File: src/rtl/axis_frame_pad_pkg.sv
// Shared stream definitions for the transmit-path frame padder.
// Holds the default minimum frame length and FSM state encoding.
package axis_frame_pad_pkg;

  localparam int MIN_FRAME_LEN_DEF = 60;

  typedef enum logic {
    PASS = 1'b0,
    PAD  = 1'b1
  } state_t;

endpackage

File: src/rtl/axis_frame_pad_if.sv
// AXI-stream bundle used on both sides of the frame padder.
// master drives payload and valid, slave drives ready.
interface axis_frame_pad_if #(
  parameter int DATA_WIDTH = 8,
  parameter int KEEP_WIDTH = DATA_WIDTH / 8
);

  logic [DATA_WIDTH-1:0] tdata;
  logic [KEEP_WIDTH-1:0] tkeep;
  logic                  tvalid;
  logic                  tready;
  logic                  tlast;
  logic                  tuser;

  modport master (
    output tdata,
    output tkeep,
    output tvalid,
    output tlast,
    output tuser,
    input  tready
  );

  modport slave (
    input  tdata,
    input  tkeep,
    input  tvalid,
    input  tlast,
    input  tuser,
    output tready
  );

endinterface

File: src/rtl/axis_frame_pad_keep_popcount.sv
// Combinational count of set tkeep bits.
// Shared by the length-aware stream blocks.
module keep_popcount #(
  parameter int KEEP_WIDTH = 1
) (
  input  logic [KEEP_WIDTH-1:0]           i_keep,
  output logic [$clog2(KEEP_WIDTH+1)-1:0] o_count
);

  localparam int CW = $clog2(KEEP_WIDTH + 1);

  always_comb begin
    o_count = '0;
    for (int i = 0; i < KEEP_WIDTH; i++) begin
      o_count = o_count + CW'(i_keep[i]);
    end
  end

endmodule

File: src/rtl/axis_frame_pad.sv
// Pads short AXI-stream frames with zero bytes to MIN_FRAME_LEN.
// Registered output; ready to the source is combinational.
module axis_frame_pad
  import axis_frame_pad_pkg::*;
#(
  parameter int DATA_WIDTH    = 8,
  parameter int KEEP_ENABLE   = (DATA_WIDTH > 8),
  parameter int KEEP_WIDTH    = DATA_WIDTH / 8,
  parameter int MIN_FRAME_LEN = MIN_FRAME_LEN_DEF
) (
  input logic              clk,
  input logic              rst,
  axis_frame_pad_if.slave  s_axis,
  axis_frame_pad_if.master m_axis
);

  localparam int CW = $clog2(MIN_FRAME_LEN + 1);
  localparam int PW = $clog2(KEEP_WIDTH + 1);
  localparam int SW = CW + PW + 1;
  localparam logic [SW-1:0] MIN_S = SW'(MIN_FRAME_LEN);
  localparam logic [SW-1:0] KW_S  = SW'(KEEP_WIDTH);
  localparam logic [CW-1:0] MIN_C = CW'(MIN_FRAME_LEN);

  function automatic logic [KEEP_WIDTH-1:0] low_mask(
    input logic [SW-1:0] n
  );
    logic [KEEP_WIDTH-1:0] m;
    m = '0;
    for (int i = 0; i < KEEP_WIDTH; i++) begin
      m[i] = (SW'(i) < n);
    end
    return m;
  endfunction

  function automatic logic [DATA_WIDTH-1:0] lane_mask(
    input logic [KEEP_WIDTH-1:0] k
  );
    logic [DATA_WIDTH-1:0] m;
    m = '0;
    for (int i = 0; i < KEEP_WIDTH; i++) begin
      m[i*8 +: 8] = {8{k[i]}};
    end
    return m;
  endfunction

  state_t                r_state;
  state_t                w_state_nxt;
  logic [CW-1:0]         r_cnt;
  logic [CW-1:0]         w_cnt_nxt;
  logic [DATA_WIDTH-1:0] r_data;
  logic [DATA_WIDTH-1:0] w_data_nxt;
  logic [KEEP_WIDTH-1:0] r_keep;
  logic [KEEP_WIDTH-1:0] w_keep_nxt;
  logic                  r_valid;
  logic                  w_valid_nxt;
  logic                  r_last;
  logic                  w_last_nxt;
  logic                  r_user;
  logic                  w_user_nxt;
  logic                  r_user_lat;
  logic                  w_user_lat_nxt;

  logic [KEEP_WIDTH-1:0] w_keep_in;
  logic [PW-1:0]         w_pc;
  logic                  w_load;
  logic                  w_s_ready;
  logic                  w_accept;
  logic [SW-1:0]         w_total;
  logic [SW-1:0]         w_need;
  logic [SW-1:0]         w_room;
  logic [SW-1:0]         w_fill;
  logic                  w_short;
  logic [SW-1:0]         w_rem;
  logic [CW-1:0]         w_cnt_sat;

  assign w_keep_in = (KEEP_ENABLE != 0) ? s_axis.tkeep : '1;

  keep_popcount #(
    .KEEP_WIDTH(KEEP_WIDTH)
  ) u_popcount (
    .i_keep (w_keep_in),
    .o_count(w_pc)
  );

  assign w_load    = !r_valid || m_axis.tready;
  assign w_s_ready = !rst && (r_state == PASS) && w_load;
  assign w_accept  = s_axis.tvalid && w_s_ready;

  assign w_total = SW'(r_cnt) + SW'(w_pc);
  assign w_short = w_total < MIN_S;
  assign w_need  = MIN_S - w_total;
  assign w_room  = KW_S - SW'(w_pc);
  assign w_fill  = (w_need < w_room) ? w_need : w_room;
  assign w_rem   = MIN_S - SW'(r_cnt);

  // Saturate so long frames never wrap the narrow counter
  assign w_cnt_sat = w_short ? CW'(w_total) : MIN_C;

  always_comb begin
    w_state_nxt    = r_state;
    w_cnt_nxt      = r_cnt;
    w_data_nxt     = r_data;
    w_keep_nxt     = r_keep;
    w_valid_nxt    = r_valid;
    w_last_nxt     = r_last;
    w_user_nxt     = r_user;
    w_user_lat_nxt = r_user_lat;
    unique case (r_state)
      PASS: begin
        if (w_load) begin
          w_valid_nxt = w_accept;
          if (w_accept) begin
            w_data_nxt = s_axis.tdata;
            w_keep_nxt = w_keep_in;
            w_last_nxt = s_axis.tlast;
            w_user_nxt = s_axis.tuser;
            w_cnt_nxt  = w_cnt_sat;
            if (s_axis.tlast) begin
              w_cnt_nxt = '0;
              if (w_short) begin
                w_data_nxt = s_axis.tdata
                           & lane_mask(w_keep_in);
                w_keep_nxt = low_mask(
                  SW'(w_pc) + w_fill);
                if (w_fill != w_need) begin
                  w_last_nxt     = 1'b0;
                  w_user_nxt     = 1'b0;
                  w_user_lat_nxt = s_axis.tuser;
                  w_cnt_nxt      = CW'(w_total + w_fill);
                  w_state_nxt    = PAD;
                end
              end
            end
          end
        end
      end
      PAD: begin
        if (w_load) begin
          w_valid_nxt = 1'b1;
          w_data_nxt  = '0;
          w_keep_nxt  = '1;
          w_last_nxt  = 1'b0;
          w_user_nxt  = 1'b0;
          w_cnt_nxt   = CW'(SW'(r_cnt) + KW_S);
          if (w_rem <= KW_S) begin
            w_keep_nxt  = low_mask(w_rem);
            w_last_nxt  = 1'b1;
            w_user_nxt  = r_user_lat;
            w_cnt_nxt   = '0;
            w_state_nxt = PASS;
          end
        end
      end
      default: w_state_nxt = PASS;
    endcase
    if (KEEP_ENABLE == 0) begin
      w_keep_nxt = {KEEP_WIDTH{w_valid_nxt}};
    end
  end

  always_ff @(posedge clk) begin
    if (rst) begin
      r_state    <= PASS;
      r_cnt      <= '0;
      r_data     <= '0;
      r_keep     <= '0;
      r_valid    <= 1'b0;
      r_last     <= 1'b0;
      r_user     <= 1'b0;
      r_user_lat <= 1'b0;
    end else begin
      r_state    <= w_state_nxt;
      r_cnt      <= w_cnt_nxt;
      r_data     <= w_data_nxt;
      r_keep     <= w_keep_nxt;
      r_valid    <= w_valid_nxt;
      r_last     <= w_last_nxt;
      r_user     <= w_user_nxt;
      r_user_lat <= w_user_lat_nxt;
    end
  end

  assign s_axis.tready = w_s_ready;
  assign m_axis.tdata  = r_data;
  assign m_axis.tkeep  = r_keep;
  assign m_axis.tvalid = r_valid;
  assign m_axis.tlast  = r_last;
  assign m_axis.tuser  = r_user;

endmodule

File: src/flat_wrapper.sv
// flat-port wrapper written by rule: the top's interface ports become plain ports
module axis_frame_pad_flat import axis_frame_pad_pkg::*;
#(
  parameter int DATA_WIDTH    = 8,
  parameter int KEEP_ENABLE   = (DATA_WIDTH > 8),
  parameter int KEEP_WIDTH    = DATA_WIDTH / 8,
  parameter int MIN_FRAME_LEN = MIN_FRAME_LEN_DEF
)
  (clk, rst, s_axis_tdata, s_axis_tkeep, s_axis_tvalid, s_axis_tlast, s_axis_tuser, s_axis_tready, m_axis_tdata, m_axis_tkeep, m_axis_tvalid, m_axis_tlast, m_axis_tuser, m_axis_tready);
  axis_frame_pad_if #(.DATA_WIDTH(DATA_WIDTH), .KEEP_WIDTH(KEEP_WIDTH)) s_axis_i ();
  axis_frame_pad_if #(.DATA_WIDTH(DATA_WIDTH), .KEEP_WIDTH(KEEP_WIDTH)) m_axis_i ();
  input logic clk;
  input logic rst;
  input wire logic [$bits(s_axis_i.tdata)-1:0] s_axis_tdata;
  input wire logic [$bits(s_axis_i.tkeep)-1:0] s_axis_tkeep;
  input wire logic [$bits(s_axis_i.tvalid)-1:0] s_axis_tvalid;
  input wire logic [$bits(s_axis_i.tlast)-1:0] s_axis_tlast;
  input wire logic [$bits(s_axis_i.tuser)-1:0] s_axis_tuser;
  output wire logic [$bits(s_axis_i.tready)-1:0] s_axis_tready;
  output wire logic [$bits(m_axis_i.tdata)-1:0] m_axis_tdata;
  output wire logic [$bits(m_axis_i.tkeep)-1:0] m_axis_tkeep;
  output wire logic [$bits(m_axis_i.tvalid)-1:0] m_axis_tvalid;
  output wire logic [$bits(m_axis_i.tlast)-1:0] m_axis_tlast;
  output wire logic [$bits(m_axis_i.tuser)-1:0] m_axis_tuser;
  input wire logic [$bits(m_axis_i.tready)-1:0] m_axis_tready;
  assign s_axis_i.tdata = s_axis_tdata;
  assign s_axis_i.tkeep = s_axis_tkeep;
  assign s_axis_i.tvalid = s_axis_tvalid;
  assign s_axis_i.tlast = s_axis_tlast;
  assign s_axis_i.tuser = s_axis_tuser;
  assign s_axis_tready = s_axis_i.tready;
  assign m_axis_tdata = m_axis_i.tdata;
  assign m_axis_tkeep = m_axis_i.tkeep;
  assign m_axis_tvalid = m_axis_i.tvalid;
  assign m_axis_tlast = m_axis_i.tlast;
  assign m_axis_tuser = m_axis_i.tuser;
  assign m_axis_i.tready = m_axis_tready;
  axis_frame_pad #(.DATA_WIDTH(DATA_WIDTH), .KEEP_ENABLE(KEEP_ENABLE), .KEEP_WIDTH(KEEP_WIDTH), .MIN_FRAME_LEN(MIN_FRAME_LEN)) u_core (.clk(clk), .rst(rst), .s_axis(s_axis_i), .m_axis(m_axis_i));
endmodule
File: config.mk
export PLATFORM = sky130hd
export DESIGN_NAME = axis_frame_pad_flat
export DESIGN_NICKNAME = d
export VERILOG_FILES = /design/src/rtl/axis_frame_pad_pkg.sv /design/src/rtl/axis_frame_pad_if.sv /design/src/rtl/axis_frame_pad_keep_popcount.sv /design/src/rtl/axis_frame_pad.sv /design/src/flat_wrapper.sv
export SDC_FILE = /design/constraint.sdc
export NUM_CORES = 1
export LEC_CHECK = 0
export ABC_AREA = 1
export BUFFER_PORTS_ARGS = -buffer_cell sky130_fd_sc_hd__buf_4
export CORE_AREA = 5 5 53 55
export CTS_BUF_LIST = sky130_fd_sc_hd__clkbuf_16
export DETAILED_ROUTE_END_ITERATION = 10
export DIE_AREA = 0 0 58 60
export PLACE_DENSITY = 0.78
export SKIP_CTS_REPAIR_TIMING = 1
export SLEW_MARGIN = 20
export SYNTH_ARGS = -nofsm -noshare
export SYNTH_HDL_FRONTEND = slang
export SYNTH_SLANG_ARGS = --single-unit
File: constraint.sdc
create_clock -name clk -period 3.85 [get_ports clk]
set_input_delay 0.385 -clock clk [delete_from_list [all_inputs] [get_ports clk]]
set_output_delay 0.385 -clock clk [all_outputs]
set_load 0.05 [all_outputs]
==> impl_metrics.yaml <==
grt:
  grt_pass1_wl_um: 4780
  antenna_found_initial: 0
  grt_usage: 0.182
  grt_max_degree: 14
  overflow: 0
  grt_pass1_vias: 1140
setup_path:
  crit_required_ns: 3.99
  cp-start-kind: "flop"
  end_kind: "flop"
  worstPathArrival_ns: 2.40
  reg2reg_slack_ns: 1.59
  worst-path-max-fanout: 13
  crit_type: "reg -> reg"
sta:
  drv_slew: 0
  setup_viol: 0
  finalCritPeriodShare: 0.587
  tightest_slew_ns: 0.865
  hold_viol: 0
  rsz0062_at_grt: "false"
  fin_skew_ns: 0.000926
  tns_ns: 0
  max_freq_ghz: 0.442
  fin_crit_ns: 2.26
  relSlewSlack: 0.423
layout:
  final.fill_count: 220
  antenna_cells: 0
  area_growth_pct: 23.9
  fin_nets: 219
  drive_above_1_share: 0.264
route:
  drt_iter0_drc: 36
  viasPerCell: 5.21
  dr.pass1.iters: 4
  drc: 0
  ant_nets: 0
  wirelength_um: 2760
  vias: 1203
  wl_per_cell_um: 12.0
outcome:
  status: "finished, final reports clean"
yosys:
  async_reset_ff_frac: 0
  ys_dominant_reg_cell: "dfxtp_1"
  ys_seq_elements: 19
  synth_top_area_frac: 0.324
  yosys-top-cells-count: "nand2_1 (47), inv_1 (24), dfxtp_1 (19)"
  synth_warnings: 0
  synth_top_area_cell: "dfxtp_1"
  synth.distinct_cells: 28
  seq_area_frac_synth: 0.324
  synth_area_per_cell_um2: 6.68
  synth_nets: 193
  synth.most_common_cell: "nand2_1"
  syn-cell-area_mm2: 0.00117
  synthCells: 176
  synthTopCellsByArea: "dfxtp_1 (32%), nand2_1 (15%), inv_1 (7.7%)"
  synth_edf_count: 0
clock_network:
  clkSinkCount: 19
  cts_buffer_depth: 2
  cts_root_buf: "clkbuf_16"
  clk_pin_slew_ns: 0.05
  clkLatencyLatePin_ns: 0.25
  numCtsBuffers: 3
  htree_levels: 1
  cts_tree: "yes"
min_path:
  min_path_type: "in -> reg"
power:
  swShare: 0.311
  seq_power_share: 0.397
  power_leakage_nw: 0.722
  switchingPower_mw: 0.179
  power_mw: 0.575
  clockPowerShare: 0.367
  p_int_mw: 0.396
  vdd_drop_max_uv: 309
  p_per_area_mw_per_mm2: 395
  pwr-share-comb: 0.236
floorplanning:
  chipHeight_um: 60
  die-width_um: 58
  ios: 28
  rows: 18
  die_area_mm2: 0.00348
  coreArea_mm2: 0.00234
  initial_core_util: 0.502
job:
  drv_cap: 0
placed_design:
  dp_hpwl_um: 2140
  gp_congestion: 0.869
  port_buffers: 26
[stage by stage]
step,instance area [um2],std cells,util,worst slack [ns],hold WS [ns]
after CTS,1460,231,0.621,1.59,0.384
final,1460,231,0.621,1.59,0.392
after detailed placement,1380,227,0.587,1.44,0.458
after global routing,1460,231,0.621,1.34,0.386
after floorplan,1170,176,-,1.64,0.490
after global placement,1380,227,0.587,1.57,0.449
[cell type report]
| cell class | count | area, um2 | share of cell area |
|---|---|---|---|
| multi-input cells | 124 | 657 | 0.451 |
| repair buffers | 26 | 195 | 0.134 |
| flip-flops and latches | 19 | 380 | 0.261 |
| clock buffers | 3 | 75.1 | 0.0516 |
| inverters | 28 | 105 | 0.0722 |
| well taps | 30 | 37.5 | 0.0258 |
| clock inverters | 1 | 5.00 | 0.00344 |
[cell families after synthesis]
family / synth area share
compound gates: 0.186
xor+xnor: 0.0149
fa+ha+maj: 0.0213
buf+inv: 0.117
flops: 0.324
simple gates: 0.337
[registers in the layout, indices dropped and copies added, names as in the netlist]
signal	count
u_core.r_state	1
u_core.m_axis.tuser	1
u_core.r_cnt	6
u_core.m_axis.tkeep	1
u_core.m_axis.tdata	8
u_core.m_axis.tlast	1
u_core.r_user_lat	1
[layout by cell type, fill, tap and decap left out, drive strengths merged]
master	n
nand2	54
inv	27
buf	26
a21oi	21
dfxtp	19
o21ai	17
nand3	11
nor2	11
clkbuf	3
nor3	3
xor2	2
ha	2
nand4	2
clkinv	2
a31oi	1
[power groups by stage]
| stage | Clock, mW | Sequential (mW) | Combinational (mW) |
|---|---|---|---|
| final | 0.211 | 0.228 | 0.136 |
| after global routing | 0.225 | 0.231 | 0.152 |
| after CTS | 0.217 | 0.228 | 0.136 |
| after detailed placement | 0 | 0.232 | 0.136 |
| after global placement | 0 | 0.231 | 0.132 |
| after floorplan | 0 | 0.251 | 0.0797 |
[critical path: stages, from the launching register on]
cell and delay [ns]:
dfxtp_1 0.37, nor3_2 0.25, nand2_1 0.11, a21oi_1 0.69
inv_1 0.39, a31oi_1 0.25, a21oi_1 0.09
[path summary, 6_finish.rpt]
path | start | endpoint | depth (start not counted)
worst max-delay path | u_core.r_state | u_core.m_axis.tuser | 6
worst min-delay path | s_axis_tuser | u_core.r_user_lat | 3
worst max register to register | u_core.r_state | u_core.m_axis.tuser | 6
worst min register to register | u_core.m_axis.tdata[4] | u_core.m_axis.tdata[4] | 2
[metal layers]
| layer | global-route usage | wire [um] | vias to the layer above | share of wire |
|---|---|---|---|---|
| met2 | 0.323 | 1380 | 33 | 0.50 |
| met3 | 0.0648 | 230 | 7 | 0.083 |
| met1 | 0.183 | 1090 | 556 | 0.39 |
| met5 | 0 | 0 | - | 0 |
| met4 | 0.106 | 63 | 0 | 0.023 |
| li1 | - | - | 607 | - |
No activity file was read; power rests on OpenSTA's default activity.
